**src/rtl/cdr_cp_ctrl_if.sv**
```systemverilog
// Control bus between the bang-bang phase detector side and the charge-pump sequencer.
// The master drives the votes and settings; the slave returns the pump switches and status.
interface cdr_cp_ctrl_if #(
   parameter int VOTE_W  = 4,
   parameter int PULSE_W = 4
);
   logic                en;
   logic                early;
   logic                late;
   logic [VOTE_W-2:0]   vote_thr;
   logic [PULSE_W-1:0]  pulse_len;
   logic                up;
   logic                down;
   logic                busy;
   logic                locked;

   modport master (
      output en, early, late, vote_thr, pulse_len,
      input  up, down, busy, locked
   );

   modport slave (
      input  en, early, late, vote_thr, pulse_len,
      output up, down, busy, locked
   );
endinterface

```
**src/rtl/cdr_cp_ctrl.sv**
```systemverilog
// CDR charge-pump sequencer: integrates early/late votes and fires bounded, exclusive
// up/down pulses with a one-cycle guard gap; reports lock after a quiet window.
module cdr_cp_ctrl #(
   parameter int VOTE_W   = 4,
   parameter int PULSE_W  = 4,
   parameter int LOCK_CNT = 64,
   parameter int LOCK_W   = 7
) (
   input  logic         clk,
   input  logic         rst,
   cdr_cp_ctrl_if.slave bus
);

   typedef enum logic [2:0] {IDLE, ACCUM, PULSE_UP, PULSE_DN, GUARD} state_t;

   localparam int                       VMAX_I = (1 << (VOTE_W-1)) - 1;
   localparam logic signed [VOTE_W-1:0] VMAX   = VOTE_W'(VMAX_I);
   localparam logic signed [VOTE_W-1:0] VMIN   = -VMAX;
   localparam logic signed [VOTE_W-1:0] ONE    = VOTE_W'(1);
   localparam logic [LOCK_W-1:0]        LOCK_MAX = LOCK_W'(LOCK_CNT);

   state_t                     r_state;
   logic signed [VOTE_W-1:0]   r_vote;
   logic [PULSE_W-1:0]         r_pcnt;
   logic [LOCK_W-1:0]          r_lock;
   logic                       r_up;
   logic                       r_down;
   logic                       r_busy;
   logic                       r_locked;

   logic signed [VOTE_W-1:0]   w_vnext;
   logic signed [VOTE_W-1:0]   w_thr;
   logic [PULSE_W-1:0]         w_len;
   logic [LOCK_W-1:0]          w_lock_inc;
   logic                       w_trig_up;
   logic                       w_trig_dn;

   // Vote saturates symmetrically so a long one-sided run cannot wrap to the opposite sign.
   always_comb begin
      w_vnext = r_vote;
      if (bus.early && !bus.late && r_vote != VMAX)
         w_vnext = r_vote + ONE;
      else if (bus.late && !bus.early && r_vote != VMIN)
         w_vnext = r_vote - ONE;
   end

   assign w_thr      = (bus.vote_thr == '0) ? ONE : $signed({1'b0, bus.vote_thr});
   assign w_len      = (bus.pulse_len == '0) ? PULSE_W'(1) : bus.pulse_len;
   assign w_trig_up  = (w_vnext >= w_thr);
   assign w_trig_dn  = (w_vnext <= -w_thr);
   assign w_lock_inc = (r_lock == LOCK_MAX) ? r_lock : r_lock + LOCK_W'(1);

   always_ff @(posedge clk or posedge rst) begin
      if (rst) begin
         r_state  <= IDLE;
         r_vote   <= '0;
         r_pcnt   <= '0;
         r_lock   <= '0;
         r_up     <= 1'b0;
         r_down   <= 1'b0;
         r_busy   <= 1'b0;
         r_locked <= 1'b0;
      end else if (!bus.en) begin
         r_state  <= IDLE;
         r_vote   <= '0;
         r_pcnt   <= '0;
         r_lock   <= '0;
         r_up     <= 1'b0;
         r_down   <= 1'b0;
         r_busy   <= 1'b0;
         r_locked <= 1'b0;
      end else begin
         case (r_state)
            IDLE: begin
               r_state <= ACCUM;
               r_vote  <= '0;
            end
            ACCUM: begin
               r_vote <= w_vnext;
               if (w_trig_up || w_trig_dn) begin
                  r_state  <= w_trig_up ? PULSE_UP : PULSE_DN;
                  r_up     <= w_trig_up;
                  r_down   <= !w_trig_up;
                  r_busy   <= 1'b1;
                  r_pcnt   <= w_len;
                  r_lock   <= '0;
                  r_locked <= 1'b0;
               end else begin
                  r_lock   <= w_lock_inc;
                  r_locked <= (w_lock_inc == LOCK_MAX);
               end
            end
            PULSE_UP, PULSE_DN: begin
               // Counter was loaded with the width, so the output spans exactly len cycles.
               if (r_pcnt <= PULSE_W'(1)) begin
                  r_state <= GUARD;
                  r_up    <= 1'b0;
                  r_down  <= 1'b0;
               end else begin
                  r_pcnt <= r_pcnt - PULSE_W'(1);
               end
            end
            GUARD: begin
               r_state <= ACCUM;
               r_vote  <= '0;
               r_busy  <= 1'b0;
            end
            default: begin
               r_state <= IDLE;
               r_up    <= 1'b0;
               r_down  <= 1'b0;
               r_busy  <= 1'b0;
            end
         endcase
      end
   end

   assign bus.up     = r_up;
   assign bus.down   = r_down;
   assign bus.busy   = r_busy;
   assign bus.locked = r_locked;

endmodule

```
**src/flat_wrapper.sv**
```systemverilog
// flat-port wrapper written by rule: the top's interface ports become plain ports
module cdr_cp_ctrl_flat 
#(
   parameter int VOTE_W   = 4,
   parameter int PULSE_W  = 4,
   parameter int LOCK_CNT = 64,
   parameter int LOCK_W   = 7
)
  (clk, rst, bus_en, bus_early, bus_late, bus_vote_thr, bus_pulse_len, bus_up, bus_down, bus_busy, bus_locked);
  cdr_cp_ctrl_if #(.VOTE_W(VOTE_W), .PULSE_W(PULSE_W)) bus_i ();
  input  logic clk;
  input  logic rst;
  input wire logic [$bits(bus_i.en)-1:0] bus_en;
  input wire logic [$bits(bus_i.early)-1:0] bus_early;
  input wire logic [$bits(bus_i.late)-1:0] bus_late;
  input wire logic [$bits(bus_i.vote_thr)-1:0] bus_vote_thr;
  input wire logic [$bits(bus_i.pulse_len)-1:0] bus_pulse_len;
  output wire logic [$bits(bus_i.up)-1:0] bus_up;
  output wire logic [$bits(bus_i.down)-1:0] bus_down;
  output wire logic [$bits(bus_i.busy)-1:0] bus_busy;
  output wire logic [$bits(bus_i.locked)-1:0] bus_locked;
  assign bus_i.en = bus_en;
  assign bus_i.early = bus_early;
  assign bus_i.late = bus_late;
  assign bus_i.vote_thr = bus_vote_thr;
  assign bus_i.pulse_len = bus_pulse_len;
  assign bus_up = bus_i.up;
  assign bus_down = bus_i.down;
  assign bus_busy = bus_i.busy;
  assign bus_locked = bus_i.locked;
  cdr_cp_ctrl #(.VOTE_W(VOTE_W), .PULSE_W(PULSE_W), .LOCK_CNT(LOCK_CNT), .LOCK_W(LOCK_W)) u_core (.clk(clk), .rst(rst), .bus(bus_i));
endmodule
```
**config.mk**
```make
export PLATFORM = sky130hd
export DESIGN_NAME = cdr_cp_ctrl_flat
export DESIGN_NICKNAME = d
export VERILOG_FILES = /design/src/rtl/cdr_cp_ctrl_if.sv /design/src/rtl/cdr_cp_ctrl.sv /design/src/flat_wrapper.sv
export SDC_FILE = /design/constraint.sdc
export NUM_CORES = 1
export LEC_CHECK = 0
export BUFFER_PORTS_ARGS = -buffer_cell sky130_fd_sc_hd__buf_2
export CAP_MARGIN = 20
export CELL_PAD_IN_SITES_DETAIL_PLACEMENT = 0
export CELL_PAD_IN_SITES_GLOBAL_PLACEMENT = 1
export CORE_MARGIN = 2
export CORE_UTILIZATION = 41
export CTS_CLUSTER_SIZE = 28
export DETAILED_ROUTE_END_ITERATION = 8
export MAX_ROUTING_LAYER = met4
export PLACE_DENSITY = 0.77
export SLEW_MARGIN = 20
export SYNTH_ARGS = -nofsm -noshare
export SYNTH_HDL_FRONTEND = slang
export SYNTH_SLANG_ARGS = --single-unit
```
**constraint.sdc**
```tcl
create_clock -name clk -period 2.8 [get_ports clk]
set_input_delay 0.14 -clock clk [delete_from_list [all_inputs] [get_ports clk]]
set_output_delay 0.14 -clock clk [all_outputs]
set_load 0.02 [all_outputs]
```
# Word level (Yosys, flattened, before mapping)
# Index checks and enable logic that the tools add are counted.
# op_classes
addsub	5
order_cmp	3
eq_ne	16
mux	32
n_reduce_logical	18
# op_table
op	n
two-way mux 4 bit	7
two-way mux 7 bit	4
case mux 4 bit (2 select lines)	2
equality test 7 bit, second input constant	2
two-way mux 3 bit	4
two-way mux 1 bit	11
inequality test 3 x 2 -> 1 bit, second input constant	3
case mux 3 bit (3 select lines)	1
inequality test 4 bit, second input constant	2
adder 7 x 1 -> 7 bit, second input constant	1
equality test 3 x 2 -> 1 bit, second input constant	2
logical NOT 3 bit	2
case mux 1 bit (3 select lines)	2
AND reduction 3 bit	2
adder 4 x 2 -> 4 bit, second input constant	1
greater-or-equal comparator 4 bit	1
<= comparator 4 x 1 -> 1 bit, second input constant	1
<= comparator 4 bit	1
logical AND 1 bit	4
logical NOT 4 bit	1
inequality test 2 bit, second input constant	2
negation 4 bit	1
AND reduction 2 bit	2
OR reduction 2 bit	2
11 further kinds	13
# word_totals
ff_bits	22
input_bits	12
output_inout_bits	4
word_cells	82

# Depth between registers and ports, before layout
# depth
word_depth	10
depth_mapped	15
depth_no_buf	14

# Worst setup path after synthesis
# No wires, ideal clock.
# synth_path
path_kind	reg-to-reg
start	register u_core.r_vote[0]
end	register u_core.r_pcnt[1]
setup_ps	125
arrival_time_ps	2838
required_ps	2675
setup_slack_ps	-163
path_stages_with_launch	13
path_buffers	0
period_less_slack_ps	2963
cell_sequence	dfrtp_1 -> ha_1 -> nor2b_2 -> a21oi_1 -> a211oi_1 -> a211o_1 -> ha_1 -> nand2_1 -> o21ba_2 -> nor4_2 -> nor3_4 -> a211oi_2 -> mux2_4
# synth_via
elab_chain_len	8
elab_cells_between_ends	13
classes_between	2 x add/sub; 2 x order compare; 3 x eq/ne; 2 x mux; 4 x reduce/logical
# synth_lines
item	line	rtl
start: declaration	cdr_cp_ctrl.sv:23	logic signed [VOTE_W-1:0] r_vote;
start signal: assignment	cdr_cp_ctrl.sv:79	r_vote <= w_vnext;
parallel branches: the longest is 3 deep, another holds subtractor 4 x 2 -> 4 bit	-	
two-way mux 4 bit (*)	cdr_cp_ctrl.sv:41	if (bus.early && !bus.late && r_vote != VMAX)
greater-or-equal comparator 4 bit or <= comparator 4 bit (tied branches)	cdr_cp_ctrl.sv:49, cdr_cp_ctrl.sv:50	
logical OR 1 bit (*)	cdr_cp_ctrl.sv:80	if (w_trig_up || w_trig_dn) begin
inequality test 3 x 2 -> 1 bit (no line) (*)	-	
AND reduction 3 bit (no line) (*)	-	
end signal: assignment	cdr_cp_ctrl.sv:85	r_pcnt <= w_len;
end signal: assignment	cdr_cp_ctrl.sv:100	r_pcnt <= r_pcnt - PULSE_W'(1);
end: declaration	cdr_cp_ctrl.sv:24	logic [PULSE_W-1:0] r_pcnt;
# Every way passes the cells marked *.
# A chain may end at the register's enable or synchronous reset.

# Final worst setup path
# layout_path
start	register u_core.r_vote[1]
end	register u_core.r_lock[4]
# layout_via
elab_chain_len	9
elab_cells_between_ends	14
classes_between	2 x add/sub; 2 x order compare; 2 x eq/ne; 5 x mux; 3 x reduce/logical
# layout_lines
item	line	rtl
parallel branches: the longest is 3 deep, another holds subtractor 4 x 2 -> 4 bit	-	
two-way mux 4 bit (*)	cdr_cp_ctrl.sv:41	
greater-or-equal comparator 4 bit or <= comparator 4 bit (tied branches)	cdr_cp_ctrl.sv:49, cdr_cp_ctrl.sv:50	
logical OR 1 bit (*)	cdr_cp_ctrl.sv:80	
two-way mux 7 bit (*)	cdr_cp_ctrl.sv:80	
two-way mux 7 bit (*)	cdr_cp_ctrl.sv:73	case (r_state)
two-way mux 7 bit (*)	cdr_cp_ctrl.sv:63	end else if (!bus.en) begin
end signal: assignment	cdr_cp_ctrl.sv:89	r_lock <= w_lock_inc;
end: declaration	cdr_cp_ctrl.sv:25	logic [LOCK_W-1:0] r_lock;
# Every way passes the cells marked *. The select of a mux whose other input is x is not followed.

==> results.ini <==
[timing]
min_period_over_period_pct = 105
setup_viol_count_final = 11
fin_skew_ps = 8.32
finalWorstSetupSlack_ps = -152
slew_headroom_pct = 42.9
period_minus_slack_ps = 2950
maxSlewViolCount = 0
hold_viol_final = 0
rsz0062_at_grt = yes
fmax_mhz = 339
whs_ps = 33.0
tightest_slew_ps = 856
setup_tns_ps = -1030

[cts]
ctsHoldBuffers = 0
cts-root-buf = clkbuf_8
cts_sinks = 22
ctsLongestPathBuffers = 2
clock_latency_ps = 270
cts_made_buffers = 3
tritoncts = done
htree_num_levels = 1
path_clk_slew_ps = 90

[floorplanning]
design.die.area_mm2 = 0.00488
start_util_pct = 43.5
fp.dieH_um = 69.9
placementRows = 23
die_x_um = 69.9
boundaryPins = 16
fp.coreArea_mm2 = 0.00409

[synthesis]
synth_top_family_by_area = simple AND/OR/NAND/NOR gates
ys_ff_latch = 22
synth_area_leader_cell = dfrtp_1
ys_top_cells_by_area = dfrtp_1 31%, ha_1 9.8%, nor2_1 3.6%
synth_xor_area_share_pct = 1.97
synth_top_area_share_pct = 30.9
synth_flop_cell = dfrtp_1
yosysWarnings = 0
synth_fp_nets = 231
synthCells = 205
muxShareOfSynthArea_pct = 1.97
avgSynthCellArea_um2 = 8.68
synth_compound_area_share_pct = 21.9
synthAdderAreaFrac_pct = 9.85
ys_seq_area_share_pct = 30.9
yosysUniqueCellTypes = 62
syn_area_mm2 = 0.00178
synth_async_sr_flop_share_pct = 100
synth_edf_count = 0
synthSimpleGateAreaFrac_pct = 28.0

[place]
place_hpwl_um = 3220
portBuffers = 15
dp_cells = 287
gp_congestion = 0.839
placed_cell_area_mm2 = 0.00210
pre_cts_ws_ps = -278

[worst_setup_path]
crit_fanout = 9
critPathArrivalTime_ps = 3100
critPathCaptureType = flop
path_cells = inv_2, ha_4, nand2_2, o21a_4, a221oi_2, nor2_2, ha_1, or3_1, a31o_2, nand3_2, nor3_4, buf_12, and3_1, a221o_1
start_kind = flop
cp.required_ps = 2950
path_class = reg -> reg
slowest_delay_ps = 420
critical-path-slowest-cell = dfrtp_1

[drt]
num_vias = 1650
initialDrtViolationCount = 79
drc = 0
via_per_inst = 5.54
wl_per_cell_um = 14.4
dr.pass1.iters = 4
wl_um = 4290
ant_nets = 0

[cells_and_area]
final_core_utilization_pct = 57.2
mostFrequentLayoutCell = buf_4
seq_area_um2 = 552
multi_input_area_mm2 = 0.00128
syn_to_final_growth_pct = 31.4
antenna_cells = 0
drive_above_1_share_pct = 38.7
stdcell_count = 298
final_cell_area_mm2 = 0.00234
final_nets = 275
layout_common_cells = 29 x buf_4, 21 x dfrtp_1, 15 x nor2_1, 15 x buf_2
n_fill_cell = 372

[flow_run]
maxCapViolCount = 0

[grt]
antenna_found_initial = 0
grt_max_degree = 23
grt_pass1_vias = 1638
grt.overflow.total = 0
track_usage_pct = 18.2
grt_pass1_wl_um = 7290

[run_status]
status = finished with violations
failed_checks = negative setup slack

[pwr]
p_total_mw = 1.62
vdd_drop_max_mv = 0.280
p_leak_nw = 1.09
cellPowerDensity_mw_per_mm2 = 692

[worst_hold_path]
min-delay-path-class = in -> async

-- metal layers --
layer	track usage, %	routed length (um)	up-vias
met2	31.9	2140	37
met3	3.32	128	8
met5	-	0	-
li1	-	-	823
met4	3.63	48	0
met1	22.1	1970	782
-- kinds of logic (layout without fill, tap and decap cells) --
| logic type | count (synthesis) | count (layout) |
|---|---|---|
| DFF | 22 | 22 |
| AOI/OAI and AO/OA | 55 | 55 |
| other | 1 | 1 |
| xor gates and xnor gates | 4 | 4 |
| muxes | 3 | 3 |
| adders and majority gates | 14 | 14 |
| buffers and inverters | 21 | 64 |
| and+or+nand+nor | 85 | 85 |
-- worst max-delay path, delay by kind of cell (launching register included) --
kind | cells | cell delay, ps
compound gates | 4 | 990
fa+ha+maj | 2 | 400
buf+inv | 2 | 240
flops | 1 | 420
simple gates | 6 | 770
-- worst paths after layout --
path | startpoint | endpoint | slack (ps) | cells after the start
worst max register to register | u_core.r_vote[1] | u_core.r_lock[4] | -150 | 14
max in group asynchronous | rst | u_core.r_vote[0] | 2190 | 2
min in group clk | bus_pulse_len[3] | u_core.r_pcnt[3] | 180 | 3
worst min-delay path | rst | u_core.bus.busy | 30 | 2
worst max-delay path | u_core.r_vote[1] | u_core.r_lock[4] | -150 | 14
worst min register to register | u_core.bus.locked | u_core.bus.locked | 510 | 1
-- where the power goes --
part           internal [mW]  switching (mW)  total, mW
logic                  0.413           0.435      0.847
clock network          0.191           0.110      0.301
registers              0.385          0.0851      0.470
-- sequential cells by signal (all words and copies together), names as in the netlist --
| register | flops |
|---|---|
| u_core.r_lock | 7 |
| u_core.bus.locked | 1 |
| u_core.bus.up | 1 |
| u_core.r_state | 3 |
| u_core.r_pcnt | 4 |
| u_core.bus.down | 1 |
| u_core.r_vote | 4 |
| u_core.bus.busy | 1 |
-- repair_timing --
item | in CTS | in global routing
cloned | 0 | 0
buffers inserted | 4 | 3
pin swaps | 13 | 5
gates resized for setup | 17 | 11
endpoints found under the setup margin | 15 | 17
-- cell type report --
cell class,count,share of cell area (%)
multi-input cells,162,54.6
flip-flops and latches,22,23.6
repair buffers,46,13.9
well taps,50,2.68
inverters,14,2.25
clock buffers,3,1.77
clock inverters,1,1.28
-- synth_stat cells (all sizes together) (3+ instances only) --
cell type,number
a211oi,3
a21oi,11
a221o,3
and3,4
buf,3
clkbuf,4
dfrtp,22
ha,14
inv,14
nand2,13
nand3,8
nor2,19
nor2b,9
nor3,9
nor3b,3
nor4,3
o21ai,16
or2,5
xnor2,3
Power figures use the tool's default switching activity.
